[config.mk]
export PLATFORM = sky130hd
export DESIGN_NAME = note_sequencer_flat
export DESIGN_NICKNAME = d
export VERILOG_FILES = /design/src/rtl/note_sequencer_if.sv /design/src/rtl/note_sequencer.sv /design/src/flat_wrapper.sv
export SDC_FILE = /design/constraint.sdc
export NUM_CORES = 1
export LEC_CHECK = 0
export BUFFER_PORTS_ARGS = -buffer_cell sky130_fd_sc_hd__buf_2
export CAP_MARGIN = 20
export CORE_ASPECT_RATIO = 1.1
export CORE_MARGIN = 4
export CORE_UTILIZATION = 48
export DETAILED_ROUTE_END_ITERATION = 12
export PLACE_DENSITY = 0.67
export SYNTH_ARGS = -nofsm -noshare
export SYNTH_HDL_FRONTEND = slang
export SYNTH_SLANG_ARGS = --single-unit
[constraint.sdc]
create_clock -name clk -period 6.03 [get_ports clk]
set_clock_uncertainty 0.15 [all_clocks]
set_input_delay 0.3015 -clock clk [delete_from_list [all_inputs] [get_ports clk]]
set_output_delay 0.3015 -clock clk [all_outputs]
set_load 0.03 [all_outputs]
[src/rtl/note_sequencer_if.sv]
`default_nettype none
// +----------------------------------------------------------------------------+
// | Module   : note_sequencer_if                                               |
// | Purpose  : Event bus between the melody sequencer and the voice stage.     |
// |            One event per note boundary: note-on (gate=1) or space.        |
// | Signals  : ev_valid  seq->voice  event available                           |
// |            ev_ready  voice->seq  event accepted on this edge               |
// |            ev_gate   seq->voice  1 = note-on, 0 = silence                  |
// |            ev_inc    seq->voice  phase increment per sample (0 on space)   |
// |            ev_index  seq->voice  melody index the event belongs to         |
// | Revision : 1.0  initial release                                            |
// +----------------------------------------------------------------------------+
interface note_sequencer_if;
    logic       ev_valid;
    logic       ev_ready;
    logic       ev_gate;
    logic [6:0] ev_inc;
    logic [4:0] ev_index;

    modport master (
        output ev_valid,
        output ev_gate,
        output ev_inc,
        output ev_index,
        input  ev_ready
    );

    modport slave (
        input  ev_valid,
        input  ev_gate,
        input  ev_inc,
        input  ev_index,
        output ev_ready
    );
endinterface
`default_nettype wire

[src/rtl/note_sequencer.sv]
`default_nettype none
// +----------------------------------------------------------------------------+
// | Module   : note_sequencer                                                  |
// | Purpose  : Steps through the 25-entry Nyan melody ROM at a tick tempo and  |
// |            issues one note-on or space event per note boundary over a      |
// |            valid/ready handshake.                                          |
// | Ports    : clk        sole clock, rising edge                              |
// |            rst        synchronous active-high reset                        |
// |            enable     1 = durations count, 0 = durations frozen            |
// |            restart    one-cycle request to restart the melody at index 0   |
// |            ev         event bus (master side)                              |
// |            loop_done  one-cycle pulse when the index wraps to 0            |
// | Revision : 1.0  initial release                                            |
// +----------------------------------------------------------------------------+
module note_sequencer #(
    parameter int TICK_CYCLES = 699904,
    parameter int SHORT_TICKS = 3,
    parameter int LONG_TICKS  = 7,
    parameter int SPACE_TICKS = 1,
    parameter int MELODY_LEN  = 25
) (
    input  logic             clk,
    input  logic             rst,
    input  logic             enable,
    input  logic             restart,
    note_sequencer_if.master ev,
    output logic             loop_done
);

    localparam logic [2:0] c_IDLE        = 3'd0;
    localparam logic [2:0] c_ISSUE_NOTE  = 3'd1;
    localparam logic [2:0] c_NOTE        = 3'd2;
    localparam logic [2:0] c_ISSUE_SPACE = 3'd3;
    localparam logic [2:0] c_SPACE       = 3'd4;

    localparam logic [19:0] c_TICK_LAST   = 20'(TICK_CYCLES - 1);
    localparam logic [2:0]  c_SHORT_LAST  = 3'(SHORT_TICKS - 1);
    localparam logic [2:0]  c_LONG_LAST   = 3'(LONG_TICKS - 1);
    localparam logic [2:0]  c_SPACE_LAST  = 3'(SPACE_TICKS - 1);
    localparam logic [4:0]  c_LAST_INDEX  = 5'(MELODY_LEN - 1);

    // Phase increments per pitch
    localparam logic [6:0] c_GS = 7'd67;
    localparam logic [6:0] c_FS = 7'd60;
    localparam logic [6:0] c_DS = 7'd50;
    localparam logic [6:0] c_D  = 7'd48;
    localparam logic [6:0] c_CS = 7'd45;
    localparam logic [6:0] c_B  = 7'd40;

    logic [2:0]  r_state;
    logic [19:0] r_tick;
    logic [2:0]  r_beat;
    logic [4:0]  r_index;
    logic        r_loop_done;

    logic [6:0]  w_pitch;
    logic        w_long;
    logic [2:0]  w_beat_last;
    logic        w_tick_last;
    logic        w_period_done;

    // Melody ROM: pitch and long/short flag for the current index
    always_comb begin
        w_pitch = 7'd0;
        w_long  = 1'b0;
        case (r_index)
            5'd0:  begin w_pitch = c_FS; w_long = 1'b1; end
            5'd1:  begin w_pitch = c_GS; w_long = 1'b1; end
            5'd2:  w_pitch = c_D;
            5'd3:  begin w_pitch = c_DS; w_long = 1'b1; end
            5'd4:  w_pitch = c_B;
            5'd5:  w_pitch = c_D;
            5'd6:  w_pitch = c_CS;
            5'd7:  begin w_pitch = c_B;  w_long = 1'b1; end
            5'd8:  begin w_pitch = c_B;  w_long = 1'b1; end
            5'd9:  begin w_pitch = c_CS; w_long = 1'b1; end
            5'd10: begin w_pitch = c_D;  w_long = 1'b1; end
            5'd11: w_pitch = c_D;
            5'd12: w_pitch = c_CS;
            5'd13: w_pitch = c_B;
            5'd14: w_pitch = c_CS;
            5'd15: w_pitch = c_DS;
            5'd16: w_pitch = c_FS;
            5'd17: w_pitch = c_GS;
            5'd18: w_pitch = c_DS;
            5'd19: w_pitch = c_FS;
            5'd20: w_pitch = c_CS;
            5'd21: w_pitch = c_D;
            5'd22: w_pitch = c_B;
            5'd23: w_pitch = c_CS;
            5'd24: w_pitch = c_B;
            default: ;
        endcase
    end

    // Beat count at which the current NOTE or SPACE period ends
    always_comb begin
        if (r_state == c_NOTE) begin
            w_beat_last = w_long ? c_LONG_LAST : c_SHORT_LAST;
        end else begin
            w_beat_last = c_SPACE_LAST;
        end
    end

    assign w_tick_last   = (r_tick == c_TICK_LAST);
    assign w_period_done = w_tick_last && (r_beat == w_beat_last);

    always_ff @(posedge clk) begin
        if (rst) begin
            r_state     <= c_IDLE;
            r_tick      <= '0;
            r_beat      <= '0;
            r_index     <= '0;
            r_loop_done <= 1'b0;
        end else begin
            r_loop_done <= 1'b0;
            if (restart) begin
                // Overrides everything, including a handshake on this edge
                r_state <= c_ISSUE_NOTE;
                r_index <= '0;
                r_tick  <= '0;
                r_beat  <= '0;
            end else begin
                case (r_state)
                    c_IDLE: begin
                        if (enable) r_state <= c_ISSUE_NOTE;
                    end
                    // ev_valid is high in both ISSUE states, so ev_ready alone
                    // marks the handshake; durations count from acceptance.
                    c_ISSUE_NOTE: begin
                        if (ev.ev_ready) begin
                            r_state <= c_NOTE;
                            r_tick  <= '0;
                            r_beat  <= '0;
                        end
                    end
                    c_ISSUE_SPACE: begin
                        if (ev.ev_ready) begin
                            r_state <= c_SPACE;
                            r_tick  <= '0;
                            r_beat  <= '0;
                        end
                    end
                    c_NOTE, c_SPACE: begin
                        if (enable) begin
                            if (w_period_done) begin
                                r_tick <= '0;
                                r_beat <= '0;
                                if (r_state == c_NOTE) begin
                                    r_state <= c_ISSUE_SPACE;
                                end else begin
                                    r_state <= c_ISSUE_NOTE;
                                    if (r_index == c_LAST_INDEX) begin
                                        r_index     <= '0;
                                        r_loop_done <= 1'b1;
                                    end else begin
                                        r_index <= r_index + 5'd1;
                                    end
                                end
                            end else if (w_tick_last) begin
                                r_tick <= '0;
                                r_beat <= r_beat + 3'd1;
                            end else begin
                                r_tick <= r_tick + 20'd1;
                            end
                        end
                    end
                    default: r_state <= c_IDLE;
                endcase
            end
        end
    end

    // Payload is decoded from registered state and index only
    assign ev.ev_valid = (r_state == c_ISSUE_NOTE) || (r_state == c_ISSUE_SPACE);
    assign ev.ev_gate  = (r_state == c_ISSUE_NOTE);
    assign ev.ev_inc   = (r_state == c_ISSUE_NOTE) ? w_pitch : 7'd0;
    assign ev.ev_index = r_index;
    assign loop_done   = r_loop_done;

endmodule
`default_nettype wire
[src/flat_wrapper.sv]
// flat-port wrapper written by rule: the top's interface ports become plain ports
module note_sequencer_flat 
#(
    parameter int TICK_CYCLES = 699904,
    parameter int SHORT_TICKS = 3,
    parameter int LONG_TICKS  = 7,
    parameter int SPACE_TICKS = 1,
    parameter int MELODY_LEN  = 25
)
  (clk, rst, enable, restart, loop_done, ev_ev_valid, ev_ev_gate, ev_ev_inc, ev_ev_index, ev_ev_ready);
  note_sequencer_if ev_i ();
  input  logic clk;
  input  logic rst;
  input  logic enable;
  input  logic restart;
  output logic loop_done;
  output wire logic [$bits(ev_i.ev_valid)-1:0] ev_ev_valid;
  output wire logic [$bits(ev_i.ev_gate)-1:0] ev_ev_gate;
  output wire logic [$bits(ev_i.ev_inc)-1:0] ev_ev_inc;
  output wire logic [$bits(ev_i.ev_index)-1:0] ev_ev_index;
  input wire logic [$bits(ev_i.ev_ready)-1:0] ev_ev_ready;
  assign ev_ev_valid = ev_i.ev_valid;
  assign ev_ev_gate = ev_i.ev_gate;
  assign ev_ev_inc = ev_i.ev_inc;
  assign ev_ev_index = ev_i.ev_index;
  assign ev_i.ev_ready = ev_ev_ready;
  note_sequencer #(.TICK_CYCLES(TICK_CYCLES), .SHORT_TICKS(SHORT_TICKS), .LONG_TICKS(LONG_TICKS), .SPACE_TICKS(SPACE_TICKS), .MELODY_LEN(MELODY_LEN)) u_core (.clk(clk), .rst(rst), .enable(enable), .restart(restart), .ev(ev_i), .loop_done(loop_done));
endmodule
Yosys cells after proc, flatten, opt, wreduce, memory -nomap -nowiden --
Cells that the tools add are included.
Cells by class: multiplexer cells 25, multiply operators 0, shift-type cells 0, divide/modulo/power cells 0, $add $sub $neg 3, magnitude comparators 0, eq/ne operators 42, reduce and logical (&&, ||, !) cells 21, bitwise operators 4
Operator list (number):
- $mux 20 | 4
- $eq 5x5->1 const B | 9
- $pmux 7 s6 | 1
- $eq 5x4->1 const B | 8
- $pmux 20 s2 | 1
- $mux 3 | 11
- $add 20x1->20 const B | 1
- $eq 20x20->1 const B | 1
- $eq 5x3->1 const B | 4
- $reduce_or 6->1 | 3
- $pmux 3 s4 | 1
- $eq 5x2->1 const B | 2
- $reduce_and 5->1 | 2
- $ne 3x3->1 const B | 3
- $reduce_and 4->1 | 2
- $reduce_or 2->1 | 4
- $mux 7 | 1
- $reduce_or 7->1 | 1
- $eq 3x2->1 const B | 2
- $ne 2x1->1 const B | 3
- $ne 2x2->1 const B | 3
- $ne 3x2->1 const B | 2
- $pmux 3 s2 | 1
- $reduce_or 3->1 | 2
- 18 further kinds | 23
Word-level totals: logic and storage cells 101, memories 0, ROM bits 0, bits in registers 32, bits in writable memories 0, latch bits 0, input port bits 5, output and inout port bits 15

Logic depth before layout (Yosys ltp) --
depth in word-level cells 11, gate-level depth with buffers 9, depth with buffers taken out 8

Least setup slack after synthesis --
Ideal clock, no wire load.
kind reg-to-reg, start point reg u_core.r_index[1], in the netlist u_core.ev.ev_index[1], end point reg u_core.r_index[2], in the netlist u_core.ev.ev_index[2], library setup time 116 ps, period minus slack after synthesis 2694 ps, cell stages (with the launch flop) 10, data required time 5764 ps, buffers on the path 1, setup slack 3336 ps, arrival time 2429 ps, cell sequence dfxtp_1 inv_1 ha_1 or4_1 o2111ai_1 and4b_1 nor2_1 buf_2 o311a_1 a31o_1
On the way: cells in the longest elaborated chain, start to end 8, elaborated cells between the ends (all ways) 17, those cells by class 1 x add/sub; 8 x eq/ne; 4 x mux; 4 x reduce/logical
Ends and longest elaborated chain:
- from (decl) | RTL line note_sequencer.sv:53 | logic [4:0] r_index;
- from (signal assigned) | RTL line note_sequencer.sv:157 | r_index <= r_index + 5'd1;
- $eq 5x1->1, or another cell as far along | RTL line note_sequencer.sv:66 | case (r_index)
- $reduce_or 7->1 (no source line)
- $mux 1 | RTL line note_sequencer.sv:66
- $mux 3 | RTL line note_sequencer.sv:99 | w_beat_last = w_long ? c_LONG_LAST : c_SHORT_LAST;
- $mux 3 | RTL line note_sequencer.sv:98 | if (r_state == c_NOTE) begin
- $eq 3x3->1 | RTL line note_sequencer.sv:106 | assign w_period_done = w_tick_last && (r_beat == w_beat_last);
- $logic_and 1x1->1 | RTL line note_sequencer.sv:106
- $reduce_and 4->1 (no source line)
Parallel ways exist; a longest one is shown, timed or not. A chain may end at the register's enable or synchronous reset.

Worst setup path in the final report --
start point reg u_core.r_index[1], in the netlist u_core.ev.ev_index[1], end point reg u_core.r_index[3], in the netlist u_core.ev.ev_index[3]
The elaborated chain is that of the path after synthesis.

==> results_dict.tcl <==
set metrics [dict create \
    vias_per_cell 5.53 \
    r2r_slack_ns 3.33 \
    hp-class "in -> reg" \
    setup_violations 0 \
    yosysTopAreaCellShare 0.324 \
    io_buffers 19 \
    worst_slew_pin_slew_ns 0.656 \
    final_util 0.552 \
    drt-wirelength-per-cell_um 13.5 \
    grtUsageTotal 0.167 \
    outcome "finished clean" \
    tritoncts "yes" \
    cp-startpoint "u_core.ev.ev_index[1]" \
    hpwl_um 3070 \
    grt_pass1_wl_um 6890 \
    start_kind "register" \
    hp-start "rst" \
    worstHoldEndpoint "u_core.r_state[0]" \
    path_class "reg -> reg" \
    cts_root_buf "clkbuf_8" \
    start_util 0.498 \
    dieWidth_um 69.2 \
    synth-edff-count 0 \
    netlist_instances 254 \
    die_area_mm2 0.00521 \
    grt_max_degree 21 \
    async_reset_ff_frac 0 \
    synth_top_area_cell "dfxtp_1" \
    numClockSinks 32 \
    antenna_found_initial 0 \
    clock.fmax_mhz 371 \
    num_rows 24 \
    r2r-start "u_core.ev.ev_index[1]" \
    synth_seq_cells 32 \
    slew_viol_final 0 \
    cts_buffers 5 \
    n_antenna_cell 0 \
    synth_area_per_cell_um2 7.78 \
    fill_cells 404 \
    cts_resized 0 \
    clkTransAtPathRegs_ns 0.07 \
    ant_nets 0 \
    critical_path_required_ns 6.10 \
    cts_setup_buffers 0 \
    detail_route.first_pass.iterations 4 \
    synth.distinct_cells 48 \
    fin_crit_sh 0.447 \
    r2r_cells 8 \
    rsz0062_at_grt "no" \
    ios 20 \
    gr-total-overflow 0 \
    ir_drop_v 0.000150 \
    final_layout_size_suffix_gt1_frac 0.119 \
    cp.arrival_ns 2.77 \
    area_growth_pct 10.8 \
    drt-initial-drc-count 105 \
    leakagePower_uw 0.000769 \
    finalWirelength_um 4330 \
    clockBufferDepth 2 \
    cts_hold_repair.buffers 0 \
    die_h_um 75.3 \
    htree_levels 2 \
    gp_congestion 0.788 \
    cp_max_fo 11 \
    power-per-cell-area_mw_per_mm2 207 \
    max_slew_margin 0.562 \
    min_period_ns 2.70 \
    maxCapViolations 0 \
    num_vias 1781 \
    synth_common_cells "nor2_1, dfxtp_1, nand2_1, a21oi_1, xor2_1" \
    synthTopCellsByArea "dfxtp_1, nor2_1, xor2_1" \
    core-area_mm2 0.00396 \
    finish.net_count 281 \
    syn_area_mm2 0.00198 \
    yosysSeqAreaShare 0.324 \
    hold_viol 0 \
    r2r_end "u_core.ev.ev_index[3]" \
    fin_setup_tns_ns 0 \
    yosys_warnings 0 \
    grt_pass1_vias 1546 \
    syn_nets 266 \
    min_path_cells 2 \
    worst_setup_path_end_kind "register" \
    clock_latency_ns 0.29 \
    drc 0 \
    synth_most_common_cell "nor2_1" \
    synth_ff_type "dfxtp_1" \
]
-- state kept, by name (all words and copies together) (netlist names) --
register	flops
u_core.r_beat	3
u_core.r_state	3
u_core.ev.ev_index	5
u_core.loop_done	1
u_core.r_tick	20
-- cell families (layout without fill, tap and decap cells) --
family          Yosys count  count (layout)  synth area share
compound gates           47              47             0.154
simple gates            125             125             0.330
mux                       4               4            0.0209
flops                    32              32             0.324
buf+inv                  21              37            0.0469
xor+xnor                 18              18            0.0798
fa+ha+maj                 7               7            0.0443
-- final cells by class --
cell class	instances	area [µm²]	share of cell area
multi-input cells	201	1240	0.568
inverters	10	37.5	0.0172
well taps	52	65.1	0.0297
clock buffers	6	72.6	0.0332
repair buffers	19	95.1	0.0435
flip-flops and latches	32	641	0.293
clock inverters	2	35.0	0.0160
-- power breakdown --
| group | leakage (µW) | switching (µW) | internal, µW |
|---|---|---|---|
| combinational | 0.000456 | 24.3 | 9.67 |
| clock | 0.0000552 | 82.4 | 123 |
| sequential | 0.000258 | 1.97 | 212 |
-- critical path, stage by stage (launching register included) --
cell	delay (ns)
dfxtp_1	0.41
inv_1	0.09
ha_1	0.24
or4_1	0.51
o2111ai_1	0.14
and4b_1	0.25
nor2_1	0.16
or4_1	0.53
a21oi_1	0.15
-- stage by stage --
step / setup WS, ns / hold slack [ns] / instance area [µm²] / total power (µW) / std cells
after global routing: 3.16 / 0.0509 / 2190 / 468 / 322
after CTS: 3.35 / 0.0404 / 2190 / 459 / 322
after detailed placement: 3.38 / 0.346 / 2080 / 253 / 314
after global placement: 3.45 / 0.339 / 2080 / 253 / 314
final: 3.33 / 0.0458 / 2190 / 453 / 322
after floorplan: 3.34 / 0.230 / 1980 / 244 / 254
-- cell usage in the layout (no fill, tap or decap), types with 5 or more instances in the layout --
master	n
xnor2_1	5
buf_2	19
dfxtp_1	32
xor2_1	13
clkbuf_8	5
ha_1	7
inv_1	10
a21oi_1	20
o21ai_0	9
nand2_1	27
nand4_1	12
and3_1	5
nor2_1	38
nand3_1	8
-- worst max path at each step --
stage / to / slack (ns) / cells past startpoint
2_1_floorplan: u_core.ev.ev_index[2] / 3.34 / 9
3_3_place_gp: u_core.ev.ev_index[3] / 3.45 / 8
3_5_place_dp: u_core.ev.ev_index[3] / 3.38 / 8
4_1_cts: u_core.ev.ev_index[3] / 3.35 / 8
5_1_grt: u_core.ev.ev_index[3] / 3.16 / 8
6_report: u_core.ev.ev_index[3] / 3.33 / 8
-- per-layer routing --
metal,share of wire,vias up,global-route usage
met2,0.49,21,0.306
met5,0,-,0
met4,0.024,0,0.0954
met1,0.46,815,0.185
met3,0.024,9,0.0307
li1,-,936,-
No activity file was read; power rests on OpenSTA's default activity.
